File: src/rtl/ddfs_phase_seg_if.sv
// ddfs_phase_seg_if: groups the control inputs and the segmented phase outputs
// of the DDFS phase front end. The master modport is the controller/consumer
// side; the slave modport is the phase generator itself.
interface ddfs_phase_seg_if #(
    parameter int ACC_W    = 32,
    parameter int COARSE_W = 5
);
    localparam int P_W = 2 + COARSE_W + 9;

    logic                run;
    logic [ACC_W-1:0]    fcw_in;
    logic                fcw_load;
    logic [P_W-1:0]      phase_off;
    logic                fcw_pending;
    logic                wrap;
    logic [1:0]          quad;
    logic [COARSE_W-1:0] coarse_addr;
    logic [8:0]          phi_rot;
    logic [2:0]          en;
    logic                out_valid;

    modport master (
        output run, fcw_in, fcw_load, phase_off,
        input  fcw_pending, wrap, quad, coarse_addr, phi_rot, en, out_valid
    );

    modport slave (
        input  run, fcw_in, fcw_load, phase_off,
        output fcw_pending, wrap, quad, coarse_addr, phi_rot, en, out_valid
    );
endinterface

File: src/rtl/ddfs_phase_seg.sv
// ddfs_phase_seg: DDFS phase accumulator with phase-continuous FCW updates,
// phase offset, truncation and split into quadrant / coarse address / fine
// rotation angle with per-segment enables for the rotation stage.
// Optional feature macro: PHASE_DITHER_EN (LFSR dither below truncation point).
module ddfs_phase_seg #(
    parameter int ACC_W    = 32,
    parameter int COARSE_W = 5
`ifdef PHASE_DITHER_EN
    ,
    parameter int DITHER_W = 4
`endif
) (
    input  logic              clk,
    input  logic              reset,
    ddfs_phase_seg_if.slave   bus
);
    localparam int P_W = 2 + COARSE_W + 9;

    typedef enum logic {IDLE = 1'b0, RUN = 1'b1} mode_e;

    // Segment enables: a 3-bit segment is active whenever any of its bits is set.
    function automatic logic [2:0] seg_enables(input logic [8:0] phi);
        return {|phi[8:6], |phi[5:3], |phi[2:0]};
    endfunction

    mode_e               mode_s;
    logic [ACC_W:0]      sum_s;
    logic                apply_s;
    logic [P_W-1:0]      trunc_s;

    logic [ACC_W-1:0]    acc_q, acc_d;
    logic [ACC_W-1:0]    fcw_active_q, fcw_active_d;
    logic [ACC_W-1:0]    fcw_pend_q, fcw_pend_d;
    logic                fcw_pending_q, fcw_pending_d;
    logic                wrap_q, wrap_d;
    logic [P_W-1:0]      phase_q, phase_d;
    logic                valid1_q;
    logic [1:0]          quad_q;
    logic [COARSE_W-1:0] coarse_q;
    logic [8:0]          phi_q;
    logic [2:0]          en_q;
    logic                valid_q;

`ifdef PHASE_DITHER_EN
    localparam int D_TOP = P_W + DITHER_W;

    // Fibonacci LFSR x^16 + x^14 + x^13 + x^11 + 1, shifting towards the MSB.
    function automatic logic [15:0] lfsr_next(input logic [15:0] s);
        return {s[14:0], s[15] ^ s[13] ^ s[12] ^ s[10]};
    endfunction

    logic [15:0]      lfsr_q, lfsr_d;
    logic [D_TOP-1:0] dith_sum_s;

    // Dithered truncation: add LFSR bits just below the cut, carry into the phase.
    always_comb begin
        if (bus.run) begin
            lfsr_d = lfsr_next(lfsr_q);
        end else begin
            lfsr_d = lfsr_q;
        end
        dith_sum_s = acc_q[ACC_W-1 -: D_TOP] + {{P_W{1'b0}}, lfsr_q[DITHER_W-1:0]};
        trunc_s    = dith_sum_s[D_TOP-1 -: P_W];
    end

    // LFSR state register; advances only while running.
    always_ff @(posedge clk) begin
        if (!reset) begin
            lfsr_q <= 16'hACE1;
        end else begin
            lfsr_q <= lfsr_d;
        end
    end
`else
    // Pure truncation of the accumulator to the phase width.
    always_comb begin
        trunc_s = acc_q[ACC_W-1 -: P_W];
    end
`endif

    // Next state: accumulate in RUN, FCW capture/apply rules, stage-1 phase.
    always_comb begin
        mode_s       = bus.run ? RUN : IDLE;
        sum_s        = {1'b0, acc_q} + {1'b0, fcw_active_q};
        acc_d        = acc_q;
        wrap_d       = 1'b0;
        apply_s      = 1'b0;
        case (mode_s)
            RUN: begin
                acc_d   = sum_s[ACC_W-1:0];
                wrap_d  = sum_s[ACC_W];
                apply_s = fcw_pending_q & sum_s[ACC_W];
            end
            IDLE: begin
                apply_s = fcw_pending_q;
            end
            default: begin
                apply_s = 1'b0;
            end
        endcase

        if (apply_s) begin
            fcw_active_d = fcw_pend_q;
        end else begin
            fcw_active_d = fcw_active_q;
        end

        // A fresh capture always wins over clearing the pending flag.
        if (bus.fcw_load) begin
            fcw_pend_d    = bus.fcw_in;
            fcw_pending_d = 1'b1;
        end else if (apply_s) begin
            fcw_pend_d    = fcw_pend_q;
            fcw_pending_d = 1'b0;
        end else begin
            fcw_pend_d    = fcw_pend_q;
            fcw_pending_d = fcw_pending_q;
        end

        phase_d = trunc_s + bus.phase_off;
    end

    // Accumulator, FCW registers, stage-1 phase and stage-2 segmented outputs.
    always_ff @(posedge clk) begin
        if (!reset) begin
            acc_q         <= {ACC_W{1'b0}};
            fcw_active_q  <= {ACC_W{1'b0}};
            fcw_pend_q    <= {ACC_W{1'b0}};
            fcw_pending_q <= 1'b0;
            wrap_q        <= 1'b0;
            phase_q       <= {P_W{1'b0}};
            valid1_q      <= 1'b0;
            quad_q        <= 2'd0;
            coarse_q      <= {COARSE_W{1'b0}};
            phi_q         <= 9'd0;
            en_q          <= 3'd0;
            valid_q       <= 1'b0;
        end else begin
            acc_q         <= acc_d;
            fcw_active_q  <= fcw_active_d;
            fcw_pend_q    <= fcw_pend_d;
            fcw_pending_q <= fcw_pending_d;
            wrap_q        <= wrap_d;
            phase_q       <= phase_d;
            valid1_q      <= bus.run;
            quad_q        <= phase_q[P_W-1 -: 2];
            coarse_q      <= phase_q[P_W-3 -: COARSE_W];
            phi_q         <= phase_q[8:0];
            en_q          <= seg_enables(phase_q[8:0]);
            valid_q       <= valid1_q;
        end
    end

    assign bus.fcw_pending = fcw_pending_q;
    assign bus.wrap        = wrap_q;
    assign bus.quad        = quad_q;
    assign bus.coarse_addr = coarse_q;
    assign bus.phi_rot     = phi_q;
    assign bus.en          = en_q;
    assign bus.out_valid   = valid_q;
endmodule
File: src/flat_wrapper.sv
// flat-port wrapper written by rule: the top's interface ports become plain ports
module ddfs_phase_seg_flat 
#(
    parameter int ACC_W    = 32,
    parameter int COARSE_W = 5

)
  (clk, reset, bus_run, bus_fcw_in, bus_fcw_load, bus_phase_off, bus_fcw_pending, bus_wrap, bus_quad, bus_coarse_addr, bus_phi_rot, bus_en, bus_out_valid);
  ddfs_phase_seg_if #(.ACC_W(ACC_W), .COARSE_W(COARSE_W)) bus_i ();
  input  logic clk;
  input  logic reset;
  input wire logic [$bits(bus_i.run)-1:0] bus_run;
  input wire logic [$bits(bus_i.fcw_in)-1:0] bus_fcw_in;
  input wire logic [$bits(bus_i.fcw_load)-1:0] bus_fcw_load;
  input wire logic [$bits(bus_i.phase_off)-1:0] bus_phase_off;
  output wire logic [$bits(bus_i.fcw_pending)-1:0] bus_fcw_pending;
  output wire logic [$bits(bus_i.wrap)-1:0] bus_wrap;
  output wire logic [$bits(bus_i.quad)-1:0] bus_quad;
  output wire logic [$bits(bus_i.coarse_addr)-1:0] bus_coarse_addr;
  output wire logic [$bits(bus_i.phi_rot)-1:0] bus_phi_rot;
  output wire logic [$bits(bus_i.en)-1:0] bus_en;
  output wire logic [$bits(bus_i.out_valid)-1:0] bus_out_valid;
  assign bus_i.run = bus_run;
  assign bus_i.fcw_in = bus_fcw_in;
  assign bus_i.fcw_load = bus_fcw_load;
  assign bus_i.phase_off = bus_phase_off;
  assign bus_fcw_pending = bus_i.fcw_pending;
  assign bus_wrap = bus_i.wrap;
  assign bus_quad = bus_i.quad;
  assign bus_coarse_addr = bus_i.coarse_addr;
  assign bus_phi_rot = bus_i.phi_rot;
  assign bus_en = bus_i.en;
  assign bus_out_valid = bus_i.out_valid;
  ddfs_phase_seg #(.ACC_W(ACC_W), .COARSE_W(COARSE_W)) u_core (.clk(clk), .reset(reset), .bus(bus_i));
endmodule
File: config.mk
export PLATFORM = sky130hd
export DESIGN_NAME = ddfs_phase_seg_flat
export DESIGN_NICKNAME = d
export VERILOG_FILES = /design/src/rtl/ddfs_phase_seg_if.sv /design/src/rtl/ddfs_phase_seg.sv /design/src/flat_wrapper.sv
export SDC_FILE = /design/constraint.sdc
export NUM_CORES = 1
export LEC_CHECK = 0
export CORE_AREA = 4 4 117 119
export CTS_CLUSTER_DIAMETER = 40
export DETAILED_ROUTE_END_ITERATION = 12
export DIE_AREA = 0 0 121 123
export PLACE_DENSITY = 0.77
export SETUP_SLACK_MARGIN = 0.05
export SLEW_MARGIN = 20
export SYNTH_ARGS = -nofsm -noshare
export SYNTH_HDL_FRONTEND = slang
export SYNTH_SLANG_ARGS = --single-unit
export TNS_END_PERCENT = 20
File: constraint.sdc
create_clock -name clk -period 7.3 [get_ports clk]
set_input_delay 1.46 -clock clk [delete_from_list [all_inputs] [get_ports clk]]
set_output_delay 1.46 -clock clk [all_outputs]
set_load 0.1 [all_outputs]
# After elaboration in Yosys (flattened, before gate mapping)
# Cells that the tools add are included.
# classes
addsub	2
n_mux	4
bitwise_logic	2
reduce_logical	5
# op_table
cell	n
32-bit by 32-bit adder with 33-bit output	1
16-bit adder	1
3-bit OR reduction	3
1-bit two-way mux	3
1-bit case mux with 2 select lines	1
2-bit AND reduction	1
2-bit nonzero test	1
1-bit AND	1
1-bit inverter	1
# word_totals
register_bits	135
input_bits	52
out_inout_bits	22
elab_cells	25

# Depth between registers and ports, before layout
# Gate-level depths: netlist of run 1.
# logic_depth
ltp_word	5
mapped_depth	12
ltp_nobuf	11

# Worst setup path before layout of run 1
# Ideal clock, no wire load.
# synth_path
path_type	input port to flip-flop
startpoint	input port bus_phase_off[1]
endpoint	register u_core.phase_q[15]
setup_ns	0.128
t_arrival_ns	3.380
required_ns	7.172
path_slack_ns	3.792
cell_stages	9
path_buffers	0
cell_sequence	ha_1 a21oi_1 o211ai_1 o41ai_1 o21ai_0 a311oi_1 a21oi_1 xnor2_1 nor2_1
# synth_via
elab_chain_len	1
# synth_rtl
item	line	source
start: declaration	flat_wrapper.sv:15	input wire logic [$bits(bus_i.phase_off)-1:0] bus_phase_off;
16-bit adder	ddfs_phase_seg.sv:120	phase_d = trunc_s + bus.phase_off;
end signal: assignment	ddfs_phase_seg.sv:131	phase_q <= {P_W{1'b0}};
end signal: assignment	ddfs_phase_seg.sv:144	phase_q <= phase_d;
end: declaration	ddfs_phase_seg.sv:36	logic [P_W-1:0] phase_q, phase_d;
# No other way between the ends.
# A chain may end at the register's enable or synchronous reset.

# Final worst setup path of run 1
# Same ends and word-level chain as after synthesis.

==> metrics.md, run 1 <==
| Metric | Value |
|---|---|
| Hold Buf Count CTS | 0 |
| Post-synth EDFFs | 0 |
| Final net count | 915 |
| RSZ-0062 raised after global routing | false |
| Root Buffer | clkbuf_16 |
| Worst r2r src | u_core.fcw_active_q[0]$_SDFFE_PN0P_ |
| DRT Wirelength | 14.5 mm |
| CTS clk-pin slew, worst paths | 0.05 ns |
| Worst reg2reg path depth | 10 |
| Core area | 0.0126 mm^2 |
| Vias in the first global route | 5,383 |
| CP Buf/Inv Count | 1 |
| Wire per inst | 14.5 um |
| Flop2flop setup slack | 3.93 ns |
| Minimum clock period | 3.96 ns |
| CTS sink cnt | 135 |
| Post-synthesis sequential area ratio | 39.4% |
| CTS-repair resized insts | 0 |
| ANT nets after route | 0 |
| Endpoints failing setup | 0 |
| Drt pass-1 iters | 5 |
| Count of cell types in the netlist | 65 |
| Hold Path Sink | u_core.bus.coarse_addr[2]$_SDFF_PN0_ |
| DRC | 0 |
| Top cell by count, worst path | a21oi_1 |
| Crit path DAT | 4.26 ns |
| Max cap viols | 0 |
| Pwr/cell area | 226 mW/mm^2 |
| Max Root-Sink Buffers | 2 |
| Worst EP required | 7.60 ns |
| Reg area | 0.00270 mm^2 |
| Max Slew Vio Count | 0 |
| Post-synth top area share | 39.4% |
| Die X | 121 um |
| Worst path slowest cell | o41ai_1 |
| Cell chain of the critical path | clkdlybuf4s50_1 > ha_1 > a21oi_1 > o211ai_1 > o41ai_1 > o21ai_0 > a311oi_1 > a21oi_1 > xnor2_1 > nor2_1 |
| FILL cells | 1,018 |
| Async set-reset flop share out of synthesis | 0% |
| Worst Max-Slew Pin Slew | 1.04 ns |
| I/O Buffers | 73 |
| Grt total ovfl | 0 |
| Syn. warnings | 0 |
| Pin count of the biggest net entering global routing | 68 |
| Multi-input gate area | 0.00389 mm^2 |
| Die height | 123 um |
| Routability-driven placement congestion ratio | 0.929 |
| Crit start category | input pin |
| Diode count | 0 |
| Layout cell share with drive strength beyond 1 | 6.89% |
| Initial Utilization | 54.5% |
| CTS tree | yes |
| Maximum vdd drop | 148 uV |
| Clock Latency Late Sink | 0.43 ns |
| Delay-heaviest family, CP | compound AO/OA/AOI/OAI gates |
| Syn avg cell area | 9.10 um^2 |
| Leak | 3.55 nW |
| Die area | 0.0149 mm^2 |
| Syn nets | 854 |
| Row Count | 41 |
| Vias | 5,475 |
| Rel. slew slack | 30.5% |
| Largest stage delay on the critical path | 0.59 ns |
| Setup crit end kind | register |
| Skew final | 0.00841 ns |
| Hold WS | 0.431 ns |
| Setup bufs post-CTS | 0 |
| Reg2reg end | u_core.fcw_active_q[6]$_SDFFE_PN0P_ |
| Synth Cell Area | 0.00685 mm^2 |
| Final Instance Area | 0.00826 mm^2 |
| Hold WC Path Type | register to register |
| Initial antenna violation count | 0 |
| CTS Buf Count | 17 |
| Max Clk Rate | 0.252 GHz |
| Drt initial violations | 337 |
| Final Cycle Share | 54.3% |
| GRT Overall Usage | 20.8% |
| Setup TNS | 0 ns |
| Setup CP Type | input pin to register |
| Via density | 5.48 |
| H-tree Lvls | 4 |
| Status | finished clean |
| Synth area leader | dfxtp_1 |
| Worst Hold Launch | u_core.phase_q[11]$_SDFF_PN0_ |
| Cells after synthesis | 753 |
| Post-place instance area | 0.00763 mm^2 |
| Hold path cells | 1 |
| DPL Wire Length | 10.2 mm |
| Global-route wire length before repair | 24.9 mm |
| Main synth FF type | dfxtp_1 |
| P&R area growth vs syn | 20.5% |
| Largest cells by area after synthesis | dfxtp_1 39%, mux2i_1 12%, ha_1 8.6% |
| Design Power | 1.87 mW |
| IO Pins | 74 |
| Crit Path Max Fanout | 3 |
| Final Hold Viols | 0 |
| Seq cells post-synth | 135 |
## routing by layer
layer	global-route usage, %	wire length [um]
met2	35.5	7090
met5	0	0
met1	24.8	6390
met4	8.29	289
met3	5.67	744
## area by class of cell
class / count / area share (%)
clock buffer: 19 / 5.48
inverter: 19 / 0.864
tap: 172 / 2.61
timing repair buffer: 77 / 9.09
clock inverter: 13 / 2.15
sequential: 135 / 32.7
multi-input combinational: 564 / 47.1
## worst max-delay path by stage
stage / from / to / slack [ns] / cells past startpoint
6_report: bus_phase_off[1] / u_core.phase_q[15]$_SDFF_PN0_ / 3.34 / 10
5_1_grt: bus_phase_off[1] / u_core.phase_q[15]$_SDFF_PN0_ / 3.20 / 10
4_1_cts: bus_phase_off[1] / u_core.phase_q[15]$_SDFF_PN0_ / 3.40 / 10
3_5_place_dp: bus_phase_off[1] / u_core.phase_q[15]$_SDFF_PN0_ / 2.97 / 10
3_3_place_gp: bus_phase_off[1] / u_core.phase_q[15]$_SDFF_PN0_ / 2.96 / 10
2_1_floorplan: bus_phase_off[1] / u_core.phase_q[15]$_SDFF_PN0_ / 3.79 / 9
## synth_stat cells, types with 4 or more instances
master	instances
ha_1	47
xor2_1	16
xnor2_1	19
o21bai_1	4
a211o_1	4
a31o_2	5
a21oi_1	37
nand3_1	17
mux2i_1	82
a41oi_1	4
dfxtp_1	135
buf_1	5
a21o_1	18
buf_2	4
and2_1	23
nor2_1	86
clkbuf_1	22
o2111ai_1	4
nor3_1	12
nor2b_1	4
nand2_1	94
nand4_1	4
o21ai_0	18
inv_1	19
nand2b_1	4
or3_1	5
a211oi_1	7
## worst register-to-register path, cell delays in order (launching register included)
cell,delay (ns)
dfxtp_1,0.31
ha_1,0.24
fa_1,0.42
a21oi_1,0.30
o21ai_2,0.13
a311oi_2,0.38
nor2_2,0.15
a221oi_2,0.39
o2111ai_1,0.14
o311a_2,0.48
mux2i_1,0.26
## cell families (layout without fill, tap and decap cells)
group | Yosys count | count (layout) | share of synthesized area, %
multiplexers | 83 | 83 | 12.1
AND/OR/NAND/NOR | 262 | 262 | 17.0
adder cells (fa/ha/maj) | 49 | 49 | 9.17
XOR/XNOR | 35 | 35 | 4.47
AO/OA/AOI/OAI | 135 | 135 | 13.9
flip-flops | 135 | 135 | 39.4
buffers and inverters | 54 | 128 | 3.85
## stage by stage
stage               instances  setup WS, ns  util, %
global placement          967          2.96     60.7
global route              999          3.20     65.7
floorplan                 753          3.79        -
finish                    999          3.34     65.7
CTS                       999          3.40     65.7
detailed placement        967          2.97     60.7
## state kept, by name, indices dropped and copies added, names as in the netlist
register and flops:
u_core.acc_q 32, u_core.bus.coarse_addr 5, u_core.bus.en 3, u_core.bus.fcw_pending 1
u_core.bus.out_valid 1, u_core.bus.phi_rot 9, u_core.bus.quad 2, u_core.bus.wrap 1
u_core.fcw_active_q 32, u_core.fcw_pend_q 32, u_core.phase_q 16, u_core.valid1_q 1
## placed cells by master, fill, tap and decap left out, types with 4 or more instances in the layout
cell | synthesis | routed
xnor2_1 | 19 | 19
nor2_1 | 86 | 86
clkbuf_16 | 0 | 17
nand2_1 | 94 | 94
inv_1 | 19 | 18
dfxtp_1 | 135 | 135
a211o_1 | 4 | 4
clkdlybuf4s50_1 | 0 | 71
nand3_1 | 17 | 17
mux2i_1 | 82 | 82
and2_1 | 23 | 23
nand2b_1 | 4 | 4
bufinv_16 | 0 | 4
a21oi_1 | 37 | 37
clkinv_2 | 0 | 5
buf_4 | 0 | 4
nand4_1 | 4 | 4
o21bai_1 | 4 | 4
nor3_1 | 12 | 12
or3_1 | 5 | 5
a21o_1 | 18 | 18
nor2b_1 | 4 | 4
a41oi_1 | 4 | 4
a31o_2 | 5 | 5
ha_1 | 47 | 47
o21ai_0 | 18 | 18
xor2_1 | 16 | 16
o2111ai_1 | 4 | 4
a211oi_1 | 7 | 7
## power breakdown
part / internal (mW) / total (mW) / switching, mW
clock network: 0.586 / 0.899 / 0.314
logic: 0.0744 / 0.192 / 0.117
registers: 0.765 / 0.777 / 0.0120
total: 1.43 / 1.87 / 0.443
(Power assumes the default switching activity.)
==> inputs of run 2 (changes only) <==
--- a/config.mk
+++ b/config.mk
@@ -5,11 +5,11 @@
 export SDC_FILE = /design/constraint.sdc
 export NUM_CORES = 1
 export LEC_CHECK = 0
-export CORE_AREA = 4 4 117 119
+export CORE_AREA = 4 4 121 123
 export CTS_CLUSTER_DIAMETER = 40
 export DETAILED_ROUTE_END_ITERATION = 12
-export DIE_AREA = 0 0 121 123
-export PLACE_DENSITY = 0.77
+export DIE_AREA = 0 0 125 127
+export PLACE_DENSITY = 0.75
 export SETUP_SLACK_MARGIN = 0.05
 export SLEW_MARGIN = 20
 export SYNTH_ARGS = -nofsm -noshare
==> constraint.sdc (replaced) <==
create_clock -name clk -period 3.6 [get_ports clk]
set_input_delay 0.72 -clock clk [delete_from_list [all_inputs] [get_ports clk]]
set_output_delay 0.72 -clock clk [all_outputs]
set_load 0.1 [all_outputs]
==> run 2 against run 1 <==
Against the previous run:
- combinational power rose by 100%
- final cell count rose by 1.2%
- register-to-register slack got worse by 3.4 ns
- setup slack got worse by 2.8 ns
- utilization fell by 5.1 points
- wire length rose by 0.91%
- power rose by 100%
- sequential share of layout area fell by 0.084 points
- non-clock buffer count rose by 4
- clock power rose by 97%
- first-iteration DRC count fell by 22%
==> metrics.md, run 2 (same netlist as run 1, synthesis figures left out) <==
| Metric | Value |
|---|---|
| Status | finished clean |
| Die X | 125 um (+3.3%) |
| P&R area growth vs syn | 20.8% |
| Vias | 5,496 (+0.38%) |
| Hold Buf Count CTS | 0 (unchanged) |
| Reg2reg end | u_core.fcw_active_q[25]$_SDFFE_PN0P_ |
| GRT Overall Usage | 19.2% (-1.5 points) |
| Hold Path Sink | u_core.bus.quad[1]$_SDFF_PN0_ |
| Crit Path Max Fanout | 32 (+29) |
| Global-route wire length before repair | 25.5 mm (+2.1%) |
| Leak | 3.56 nW (about the same) |
| Initial antenna violation count | 0 (unchanged) |
| Final Cycle Share | 86.2% |
| CP Buf/Inv Count | 0 (-1) |
| DPL Wire Length | 10.3 mm (+0.75%) |
| Worst EP required | 3.87 ns (-3.73 ns) |
| Worst Hold Launch | u_core.phase_q[15]$_SDFF_PN0_ |
| Multi-input gate area | 0.00390 mm^2 (+0.26%) |
| Max Root-Sink Buffers | 2 (unchanged) |
| Largest regs | u_core.acc_q: 32 flops, u_core.fcw_active_q: 32 flops, u_core.fcw_pend_q: 32 flops |
| Die height | 127 um (+3.3%) |
| Hold WC Path Type | register to register |
| Final net count | 919 (+0.44%) |
| Pin count of the biggest net entering global routing | 52 (-24%) |
| CTS clk-pin slew, worst paths | 0.06 ns (about the same) |
| Hold path cells | 1 (unchanged) |
| Root Buffer | clkbuf_16 |
| Core area | 0.0137 mm^2 (+8.7%) |
| Rel. slew slack | 35.1% (+4.6 points) |
| Drt pass-1 iters | 5 (unchanged) |
| Minimum clock period | 3.10 ns |
| Via density | 5.44 (-0.81%) |
| Delay-heaviest family, CP | compound AO/OA/AOI/OAI gates |
| Flop2flop setup slack | 0.50 ns (-3.43 ns) |
| Row Count | 43 (+4.9%) |
| Drt initial violations | 262 (-22%) |
| Layout cell share with drive strength beyond 1 | 7.10% (+0.21 points) |
| Vias in the first global route | 5,549 (+3.1%) |
| Worst path slowest cell | fa_1 |
| Cell chain of the critical path | ha_1 > fa_1 > a21oi_1 > o21ai_2 > a311oi_2 > nor2_2 > a221oi_2 > o2111ai_1 > o311a_4 > mux2i_1 |
| Commonest non-fill, non-tap cell in the layout | dfxtp_1 |
| Clock Latency Late Sink | 0.44 ns (about the same) |
| Worst r2r src | u_core.fcw_active_q[0]$_SDFFE_PN0P_ |
| Most frequent cells in the layout | 135 x dfxtp_1, 94 x nand2_1, 86 x nor2_1 |
| Grt total ovfl | 0 (unchanged) |
| Worst reg2reg path depth | 10 (unchanged) |
| Setup crit end kind | register |
| Routability-driven placement congestion ratio | 0.881 (-5.1%) |
| Max Slew Vio Count | 0 (unchanged) |
| ANT nets after route | 0 (unchanged) |
| Largest stage delay on the critical path | 0.41 ns (-0.18 ns) |
| Final Instance Area | 0.00828 mm^2 (+0.26%) |
| Max Clk Rate | 0.322 GHz |
| Pwr/cell area | 451 mW/mm^2 (+99%) |
| Crit path DAT | 3.37 ns (-0.89 ns) |
| Worst Max-Slew Pin Slew | 0.970 ns (-0.0727 ns) |
| Max cap viols | 0 (unchanged) |
| DRC | 0 (unchanged) |
| Setup TNS | 0 ns (unchanged) |
| RSZ-0062 raised after global routing | false |
| I/O Buffers | 73 (unchanged) |
| Final Hold Viols | 0 (unchanged) |
| Initial Utilization | 50.1% (-4.4 points) |
| Crit start category | register |
| CTS tree | yes |
| Skew final | 0.0324 ns (+0.0240 ns) |
| IO Pins | 74 (unchanged) |
| FILL cells | 1,150 (+13%) |
| Wire per inst | 14.5 um (-0.29%) |
| CTS Buf Count | 17 (unchanged) |
| Post-place instance area | 0.00767 mm^2 (+0.52%) |
| Endpoints failing setup | 0 (unchanged) |
| Diode count | 0 (unchanged) |
| Maximum vdd drop | 311 uV (+110%) |
| Reg area | 0.00270 mm^2 (unchanged) |
| Die area | 0.0159 mm^2 (+6.7%) |
| DRT Wirelength | 14.6 mm (+0.91%) |
| H-tree Lvls | 4 (unchanged) |
| CTS sink cnt | 135 (unchanged) |
| Setup CP Type | register to register |
[run 2: cell types whose count changed in the layout (fill, tap and decap cells not counted), moves of 2 or more]
cell / change
buf_4: +4
inv_6: +4
clkinv_2: -3
clkbuf_1: +2
clkbuf_8: -2
[run 2: worst max-delay path by stage]
stage | start | end | slack (ns) | cells past startpoint
after floorplan | bus_phase_off[1] | u_core.phase_q[15]$_SDFF_PN0_ | 0.83 | 9
after global placement | bus_phase_off[1] | u_core.phase_q[15]$_SDFF_PN0_ | 0.30 | 11
after detailed placement | bus_phase_off[0] | u_core.phase_q[14]$_SDFF_PN0_ | 0.23 | 12
after CTS | u_core.acc_q[19]$_SDFFE_PN0P_ | u_core.fcw_active_q[1]$_SDFFE_PN0P_ | 0.34 | 9
after global routing | u_core.fcw_active_q[0]$_SDFFE_PN0P_ | u_core.fcw_active_q[3]$_SDFFE_PN0P_ | 0.28 | 10
final | u_core.fcw_active_q[0]$_SDFFE_PN0P_ | u_core.fcw_active_q[25]$_SDFFE_PN0P_ | 0.50 | 10
[run 2: metal layers]
layer / track usage (%) / share of wire [%] / vias up
li1: - / - / 2783
met1: 22.8 / 45 / 2584
met2: 33.5 / 50 / 109
met3: 4.85 / 4.0 / 20
met4: 7.78 / 1.6 / 0
met5: 0 / 0 / -
[run 2: worst reg2reg max path: stages, from the launching register on]
cell       delay [ns]
dfxtp_1          0.32
ha_1             0.24
fa_1             0.41
a21oi_1          0.29
o21ai_2          0.14
a311oi_2         0.31
nor2_2           0.13
a221oi_2         0.35
o2111ai_1        0.17
o311a_4          0.36
mux2i_1          0.22
[run 2: final cells by class]
cell class | instances | share of cell area (%)
multi-input cells | 564 | 47.1
flip-flops and latches | 135 | 32.6
repair buffers | 81 | 9.43
clock buffers | 19 | 5.23
well taps | 180 | 2.72
clock inverters | 13 | 2.04
inverters | 19 | 0.861
[run 2: power by group]
group | internal, mW | total [mW] | switching, mW
Clock | 1.10 | 1.77 | 0.670
Sequential | 1.55 | 1.58 | 0.0242
Combinational | 0.153 | 0.390 | 0.238
[run 2: through the flow]
step           worst slack (ns)  std cells  utilization, %  total power [mW]  hold WS, ns
2_1_floorplan             0.832        753               -              1.88        0.412
3_3_place_gp              0.296        979            56.1              1.99        0.412
3_5_place_dp              0.225        979            56.1              2.00        0.419
4_1_cts                   0.341       1011            60.5              3.77        0.435
5_1_grt                   0.284       1011            60.6              3.86        0.446
6_report                  0.497       1011            60.6              3.73        0.430
[run 2: what timing repair did]
item / in CTS / in global routing
buffers inserted: 0 / 0
gates resized for setup: 0 / 1
setup endpoints to repair: 0 / 21
